[config.mk]
export PLATFORM = sky130hd
export DESIGN_NAME = avm_avalonmaster_peak
export DESIGN_NICKNAME = d
export VERILOG_FILES = /design/src/rtl/avm_avalonmaster_peak.sv
export SDC_FILE = /design/constraint.sdc
export NUM_CORES = 1
export LEC_CHECK = 0
export ABC_AREA = 0
export CAP_MARGIN = 5
export CORE_MARGIN = 4
export CORE_UTILIZATION = 54
export CTS_CLUSTER_DIAMETER = 50
export CTS_CLUSTER_SIZE = 24
export DETAILED_ROUTE_END_ITERATION = 7
export GPL_TIMING_DRIVEN = 0
export PLACE_DENSITY_LB_ADDON = 0.08
export SETUP_SLACK_MARGIN = 0.15
export SYNTH_ARGS = -nofsm -noshare
export SYNTH_HDL_FRONTEND = slang
export SYNTH_SLANG_ARGS = --single-unit
export TNS_END_PERCENT = 10
[constraint.sdc]
create_clock -name CSI_CLOCK_CLK -period 4.68 [get_ports CSI_CLOCK_CLK]
set_input_delay 0.936 -clock CSI_CLOCK_CLK [delete_from_list [all_inputs] [get_ports CSI_CLOCK_CLK]]
set_output_delay 0.936 -clock CSI_CLOCK_CLK [all_outputs]
set_load 0.01 [all_outputs]
[src/rtl/avm_avalonmaster_peak.sv]
// Avalon-MM master that scans an array of 64-bit magnitudes and writes back a peak record.
// It reads NUM magnitudes (low word at MADDR+8i, high word at +4), tracks the largest value
// and the index where it first appears, and counts values strictly above THRESH. It then
// writes a 3-word record {peak[31:0], peak[63:32], {cnt, idx}} to RESADDR.
//
// Ports:
//   CSI_CLOCK_CLK / CSI_CLOCK_RESET  clock, asynchronous active-low reset
//   START, NUM, MADDR, RESADDR, THRESH  job request, sampled when idle
//   DONE, BUSY                          one-cycle completion pulse, not-idle flag
//   PEAK_VALUE, PEAK_INDEX, ABOVE_CNT   job results, held until the next job starts
//   AVM_AVALONMASTER_*                  Avalon-MM master (read/write with waitrequest)
module avm_avalonmaster_peak #(
  parameter int unsigned AVM_AVALONMASTER_DATA_WIDTH    = 32,
  parameter int unsigned AVM_AVALONMASTER_ADDRESS_WIDTH = 32
) (
  input  logic                                      CSI_CLOCK_CLK,
  input  logic                                      CSI_CLOCK_RESET,
  input  logic                                      START,
  input  logic [10:0]                               NUM,
  input  logic [AVM_AVALONMASTER_ADDRESS_WIDTH-1:0] MADDR,
  input  logic [AVM_AVALONMASTER_ADDRESS_WIDTH-1:0] RESADDR,
  input  logic [63:0]                               THRESH,
  output logic                                      DONE,
  output logic                                      BUSY,
  output logic [63:0]                               PEAK_VALUE,
  output logic [10:0]                               PEAK_INDEX,
  output logic [10:0]                               ABOVE_CNT,
  output logic [AVM_AVALONMASTER_ADDRESS_WIDTH-1:0] AVM_AVALONMASTER_ADDRESS,
  input  logic                                      AVM_AVALONMASTER_WAITREQUEST,
  output logic                                      AVM_AVALONMASTER_READ,
  output logic                                      AVM_AVALONMASTER_WRITE,
  input  logic [AVM_AVALONMASTER_DATA_WIDTH-1:0]    AVM_AVALONMASTER_READDATA,
  output logic [AVM_AVALONMASTER_DATA_WIDTH-1:0]    AVM_AVALONMASTER_WRITEDATA
);

  localparam int unsigned AW = AVM_AVALONMASTER_ADDRESS_WIDTH;
  localparam int unsigned DW = AVM_AVALONMASTER_DATA_WIDTH;

  typedef enum logic [2:0] {
    StIdle, StInit, StRdLo, StRdHi, StWrLo, StWrHi, StWrIdx, StFin
  } state_e;

  state_e          state_q, state_d;
  logic [10:0]     num_q, idx_q, peak_idx_q, above_q;
  logic [AW-1:0]   rd_addr_q, res_addr_q;
  logic [63:0]     thresh_q, peak_q;
  logic [DW-1:0]   lo_q;
  logic [63:0]     mag;
  logic            xfer_done;
  logic            last;

  assign xfer_done = ~AVM_AVALONMASTER_WAITREQUEST;
  assign mag       = {AVM_AVALONMASTER_READDATA, lo_q};
  assign last      = (idx_q == num_q - 11'd1);

  // Bus outputs are decoded from the state so a reset drops them immediately.
  always_comb begin
    state_d                    = state_q;
    AVM_AVALONMASTER_READ      = 1'b0;
    AVM_AVALONMASTER_WRITE     = 1'b0;
    AVM_AVALONMASTER_ADDRESS   = '0;
    AVM_AVALONMASTER_WRITEDATA = '0;
    case (state_q)
      StIdle: if (START) state_d = StInit;
      StInit: state_d = (NUM != 11'd0) ? StRdLo : StWrLo;
      StRdLo: begin
        AVM_AVALONMASTER_READ    = 1'b1;
        AVM_AVALONMASTER_ADDRESS = rd_addr_q;
        if (xfer_done) state_d = StRdHi;
      end
      StRdHi: begin
        AVM_AVALONMASTER_READ    = 1'b1;
        AVM_AVALONMASTER_ADDRESS = rd_addr_q + AW'(4);
        if (xfer_done) state_d = last ? StWrLo : StRdLo;
      end
      StWrLo: begin
        AVM_AVALONMASTER_WRITE     = 1'b1;
        AVM_AVALONMASTER_ADDRESS   = res_addr_q;
        AVM_AVALONMASTER_WRITEDATA = peak_q[31:0];
        if (xfer_done) state_d = StWrHi;
      end
      StWrHi: begin
        AVM_AVALONMASTER_WRITE     = 1'b1;
        AVM_AVALONMASTER_ADDRESS   = res_addr_q + AW'(4);
        AVM_AVALONMASTER_WRITEDATA = peak_q[63:32];
        if (xfer_done) state_d = StWrIdx;
      end
      StWrIdx: begin
        AVM_AVALONMASTER_WRITE     = 1'b1;
        AVM_AVALONMASTER_ADDRESS   = res_addr_q + AW'(8);
        AVM_AVALONMASTER_WRITEDATA = {5'h0, above_q, 5'h0, peak_idx_q};
        if (xfer_done) state_d = StFin;
      end
      StFin:   state_d = StIdle;
      default: state_d = StIdle;
    endcase
  end

  always_ff @(posedge CSI_CLOCK_CLK or negedge CSI_CLOCK_RESET) begin
    if (!CSI_CLOCK_RESET) begin
      state_q <= StIdle;
    end else begin
      state_q <= state_d;
    end
  end

  always_ff @(posedge CSI_CLOCK_CLK or negedge CSI_CLOCK_RESET) begin
    if (!CSI_CLOCK_RESET) begin
      num_q      <= '0;
      idx_q      <= '0;
      peak_idx_q <= '0;
      above_q    <= '0;
      rd_addr_q  <= '0;
      res_addr_q <= '0;
      thresh_q   <= '0;
      peak_q     <= '0;
      lo_q       <= '0;
    end else begin
      case (state_q)
        StInit: begin
          num_q      <= NUM;
          rd_addr_q  <= MADDR;
          res_addr_q <= RESADDR;
          thresh_q   <= THRESH;
          idx_q      <= '0;
          peak_q     <= '0;
          peak_idx_q <= '0;
          above_q    <= '0;
        end
        StRdLo: if (xfer_done) lo_q <= AVM_AVALONMASTER_READDATA;
        StRdHi: begin
          if (xfer_done) begin
            // Strict compare keeps the first index on ties and never lets 0 win.
            if (mag > peak_q) begin
              peak_q     <= mag;
              peak_idx_q <= idx_q;
            end
            if (mag > thresh_q) above_q <= above_q + 11'd1;
            idx_q     <= idx_q + 11'd1;
            rd_addr_q <= rd_addr_q + AW'(8);
          end
        end
        default: ;
      endcase
    end
  end

  assign DONE       = (state_q == StFin);
  assign BUSY       = (state_q != StIdle);
  assign PEAK_VALUE = peak_q;
  assign PEAK_INDEX = peak_idx_q;
  assign ABOVE_CNT  = above_q;

endmodule
After elaboration in Yosys (flattened, before gate mapping)
Index checks and enable logic that the tools add are counted.
{ "classes": {"n_addsub": 7, "n_bitwise": 1, "n_reduce_logical": 11, "order_cmp": 2, "n_mux": 26, "eq_ne": 16} }
{ "op_table": {"columns": ["op", "n"], "rows": [
  ["case mux 32 bit (5 select lines)", 1],
  ["greater-than comparator 64 bit", 2],
  ["2-to-1 mux 64 bit", 2],
  ["case mux 64 bit (2 select lines)", 1],
  ["case mux 32 bit (3 select lines)", 1],
  ["case mux 11 bit (2 select lines)", 3],
  ["adder 32 x 3 -> 32 bit (second input constant)", 2],
  ["adder 32 x 4 -> 32 bit (second input constant)", 2],
  ["case mux 32 bit (2 select lines)", 1],
  ["2-to-1 mux 11 bit", 5],
  ["2-to-1 mux 32 bit", 1],
  ["2-to-1 mux 3 bit", 8],
  ["case mux 3 bit (8 select lines)", 1],
  ["adder 11 x 1 -> 11 bit (second input constant)", 2],
  ["!= test 2 bit (second input constant)", 8],
  ["== test 3 bit (second input constant)", 4],
  ["== test 11 bit", 1],
  ["nonzero test 11 bit", 1],
  ["subtractor 11 x 1 -> 11 bit (second input constant)", 1],
  ["== test 3 x 2 -> 1 bit (second input constant)", 2],
  ["AND reduction 3 bit", 2],
  ["AND reduction 6 bit", 1],
  ["AND reduction 2 bit", 2],
  ["== test 3 x 1 -> 1 bit (second input constant)", 1],
  ["7 further kinds", 8]
]} }
{ "totals": {"out_inout_bits": 154, "word_cells": 73, "register_bits": 271} }

Longest topological paths before layout
{ "depth": {"word_depth": 5, "ltp_mapped": 15, "depth_no_buf": 9} }

Least setup slack after synthesis
Ideal clock, no wire load.
{ "synth_path": {"kind": "register to output", "startpoint": "reg state_q[2]", "endpoint": "out AVM_AVALONMASTER_ADDRESS[28]", "path_buffers": 6, "t_arrival_ps": 3229, "path_slack_ps": 515, "required_ps": 3744, "path_stages_with_launch": 16, "cell_sequence": "dfrtp_1 clkbuf_1 nand3b_1 buf_2 buf_1 clkbuf_1 clkbuf_1 nand2_1 nand2_1 ha_1 and4_1 buf_2 nand3_1 a221o_1 a22oi_1 o21ai_1"} }
{ "synth_between": {"elab_chain_len": 2, "word_cells_on_any_way": 6, "classes_between": "eq/ne: 5; mux: 1"} }
{ "synth_rtl": {"columns": ["element", "line", "text"], "rows": [
  ["start: declaration", "43", "state_e state_q, state_d;"],
  ["start signal: assignment", "101", "state_q <= StIdle;"],
  ["start signal: assignment", "103", "state_q <= state_d;"],
  ["== test 3 bit / == test 3 x 2 -> 1 bit (equally long branches)", "63", "case (state_q)"],
  ["case mux 32 bit (5 select lines) (*)", "63", null],
  ["end: declaration", "28", "output logic [AVM_AVALONMASTER_ADDRESS_WIDTH-1:0] AVM_AVALONMASTER_ADDRESS,"]
]} }
Every way passes the cells marked *; elsewhere a longest branch is shown, timed or not.

Final worst setup path
Same ends and word-level chain as after synthesis.

==> results.py <==
metrics = {
    "outcome": {
        "outcome": "complete, no violations",
    },
    "critical_path": {
        "rr_worst_depth": 11,
        "crit_fanout": 10,
        "r2r_end": "PEAK_VALUE[17]",
        "worstSetupPathType": "reg2out",
        "cp-end-kind": "primary output",
        "crit_slowest_cell": "dfrtp_1",
        "critPathMaxStageDelay_ns": 0.39,
        "reg2reg_slack_ns": 0.85,
        "worstPathArrival_ns": 3.64,
        "cp.required_ns": 3.74,
        "r2r_start": "PEAK_VALUE[55]",
        "crit_path_start_kind": "register",
        "cp_cell_sequence": "buf_6 > nand3b_1 > buf_6 > buf_12 > clkbuf_16 > clkbuf_16 > nand2_2 > nand2_1 > ha_2 > and4_4 > buf_8 > nand3_2 > a221o_1 > a22oi_2 > o21ai_2 > buf_2",
    },
    "route": {
        "drt-pass1-iter-count": 7,
        "ant_nets": 0,
        "wl_per_cell_um": 22.8,
        "drc": 0,
        "vias": 18619,
        "drt_iter0_drc": 1762,
        "finalWirelength_um": 70100,
        "vias_per_cell": 6.06,
    },
    "finish": {
        "final_util_pct": 70.6,
        "synthToLayoutAreaGrowth_pct": 29.1,
        "finalNonFillerCells": 3070,
        "nets": 2906,
        "drive_gt1_share_pct": 7.02,
        "insertedDiodeCount": 0,
    },
    "clocking": {
        "clock-sinks": 271,
        "cts_hold_buffers": 0,
        "tritoncts": "built",
        "cts_buffers": 35,
        "cts_buffer_depth": 3,
        "cts_root_buf": "clkbuf_16",
        "clkTransAtPathRegs_ns": 0.06,
        "cts_max_level": 2,
        "clkLatencyLatePin_ns": 0.54,
    },
    "synthesis": {
        "netlist_top_cells_area": "dfrtp_1 (37%), ha_1 (9.2%), nand2_1 (8.7%)",
        "synthTopCellsByCount": "nand2_1 (422), dfrtp_1 (271), inv_1 (196), o21ai_0 (182), ha_1 (134)",
        "ys_seq_elements": 271,
        "yosysMostFrequentCell": "nand2_1",
        "synth_top_cell_area_share_pct": 37.1,
        "synth_top_area_cell": "dfrtp_1",
        "yosysSeqAreaShare_pct": 37.1,
        "synth-edff-count": 0,
        "ys_warn_count": 0,
        "async_reset_ff_share_pct": 100,
        "ys.flop_type": "dfrtp_1",
        "syn-instance-count": 2225,
        "yosysUniqueCellTypes": 64,
        "syn_avg_cell_area_um2": 8.22,
        "synth_area_mm2": 0.0183,
        "syn_nets": 2534,
    },
    "die": {
        "start_util_pct": 54.7,
        "io_pins": 329,
        "row_count": 67,
        "core-area_mm2": 0.0334,
        "die_area_mm2": 0.0369,
        "die_height_um": 192,
        "die_w_um": 192,
    },
    "pwr": {
        "power_density_mw_per_mm2": 436,
        "power.total_mw": 10.3,
        "leakage_nw": 11.0,
        "max-vdd-ir-drop_v": 0.000303,
    },
    "sta": {
        "finalHoldViolations": 0,
        "skew_ns": 0.0171,
        "maxSlewHeadroom_pct": 14.9,
        "fmax_mhz": 219,
        "layout_setup_ws_ns": 0.105,
        "tightest_slew_ns": 1.27,
        "finalCriticalPeriod_ns": 4.58,
        "slew_viol_final": 0,
        "setup_violations": 0,
        "period_share_pct": 97.8,
        "rsz0062_at_grt": "true",
    },
    "place": {
        "dp_hpwl_um": 53200,
        "pre_cts_ws_ns": -1.86,
        "gp_congestion": 1.07,
        "port_buffers": 327,
        "post-place-cells": 3002,
    },
    "grt": {
        "first_global_vias": 18121,
        "overflow": 0,
        "grt_pass1_wl_um": 105000,
        "antenna_found_initial": 0,
        "grt_max_degree": 118,
        "grt_util_all_layers_pct": 37.0,
    },
    "worst_hold_path": {
        "hold_class": "in2async",
    },
    "run": {
        "drv_cap": 0,
    },
}
layer usage:
| metal | up-vias | wire, µm | track usage [%] |
|---|---|---|---|
| met4 | 0 | 4230 | 18.8 |
| met1 | 8924 | 26900 | 46.4 |
| met3 | 251 | 5870 | 6.56 |
| li1 | 8445 | - | - |
| met2 | 999 | 33100 | 61.5 |
| met5 | - | 0 | 0 |
final cells by class:
type,count,area [µm²]
Buffer,137,717
Clock buffer,38,897
Clock inverter,24,231
Fill cell,2666,9820
Inverter,196,736
Multi-Input combinational cell,1621,10400
Sequential cell,271,6780
Tap cell,448,561
Timing Repair Buffer,335,3350
metrics by stage:
step	instance area [µm²]	hold WS, ns	setup TNS (ns)
3_3_place_gp	22100	0.466	-2498.32
2_1_floorplan	18300	0.446	0
3_5_place_dp	22200	0.475	-31.93
5_1_grt	23600	0.306	-0.0192
4_1_cts	23600	0.290	0
6_report	23600	0.284	0
placed cells by master, fill, tap and decap left out, drive strengths merged, types with 11 or more instances in the layout:
master,count
clkbuf,142
nor2,133
inv,205
buf,49
ha,134
clkdlybuf4s50,305
nor2b,32
a32oi,24
and4,16
o21ai,184
nand4,61
nand3,71
mux2i,97
o32ai,12
mux2,39
o211ai,11
o221ai,11
xnor2,47
a22oi,15
nand2,422
and3,17
nor3,22
nand2b,14
dfrtp,271
xor2,19
a21oi,119
nor4,14
where the power goes:
| group | leakage (nW) | switching (mW) | internal (mW) |
|---|---|---|---|
| clock network | 0.553 | 1.17 | 1.53 |
| logic | 7.64 | 2.20 | 1.93 |
| registers | 2.81 | 0.618 | 2.83 |
kinds of logic after synthesis:
kind of cell	share of synthesized area [%]
AOI/OAI and AO/OA	15.3
xor gates and xnor gates	3.16
adders and majority gates	9.16
buffers and inverters	6.97
DFF	37.1
muxes	7.71
and+or+nand+nor	20.7
critical path, delay by kind of cell (launching register included):
family | cells | cell delay (ns)
buffers and inverters | 7 | 1.13
AOI/OAI and AO/OA | 3 | 0.66
and+or+nand+nor | 5 | 0.70
DFF | 1 | 0.39
adders and majority gates | 1 | 0.19
registers in the layout, indices dropped and copies added, names as in the netlist, 11 cells and up:
register	flops
rd_addr_q	32
ABOVE_CNT	11
thresh_q	64
PEAK_INDEX	11
num_q	11
res_addr_q	32
lo_q	32
idx_q	11
PEAK_VALUE	64
how the worst max path moves through the flow:
| stage | from | endpoint | slack [ns] |
|---|---|---|---|
| 2_1_floorplan | state_q[2] | AVM_AVALONMASTER_ADDRESS[28] | 0.52 |
| 3_3_place_gp | CSI_CLOCK_RESET | thresh_q[20] | -9.14 |
| 3_5_place_dp | state_q[2] | AVM_AVALONMASTER_ADDRESS[30] | -1.86 |
| 4_1_cts | state_q[2] | AVM_AVALONMASTER_ADDRESS[20] | 0.15 |
| 5_1_grt | res_addr_q[5] | AVM_AVALONMASTER_ADDRESS[17] | -0.02 |
| 6_report | state_q[2] | AVM_AVALONMASTER_ADDRESS[28] | 0.10 |
timing repair:
item                                    in CTS  in global routing
endpoints found under the setup margin      39                 22
pin swaps                                   11                 10
gates resized for setup                     97                 36
buffers inserted                             6                  0
No activity file was read; power rests on OpenSTA's default activity.
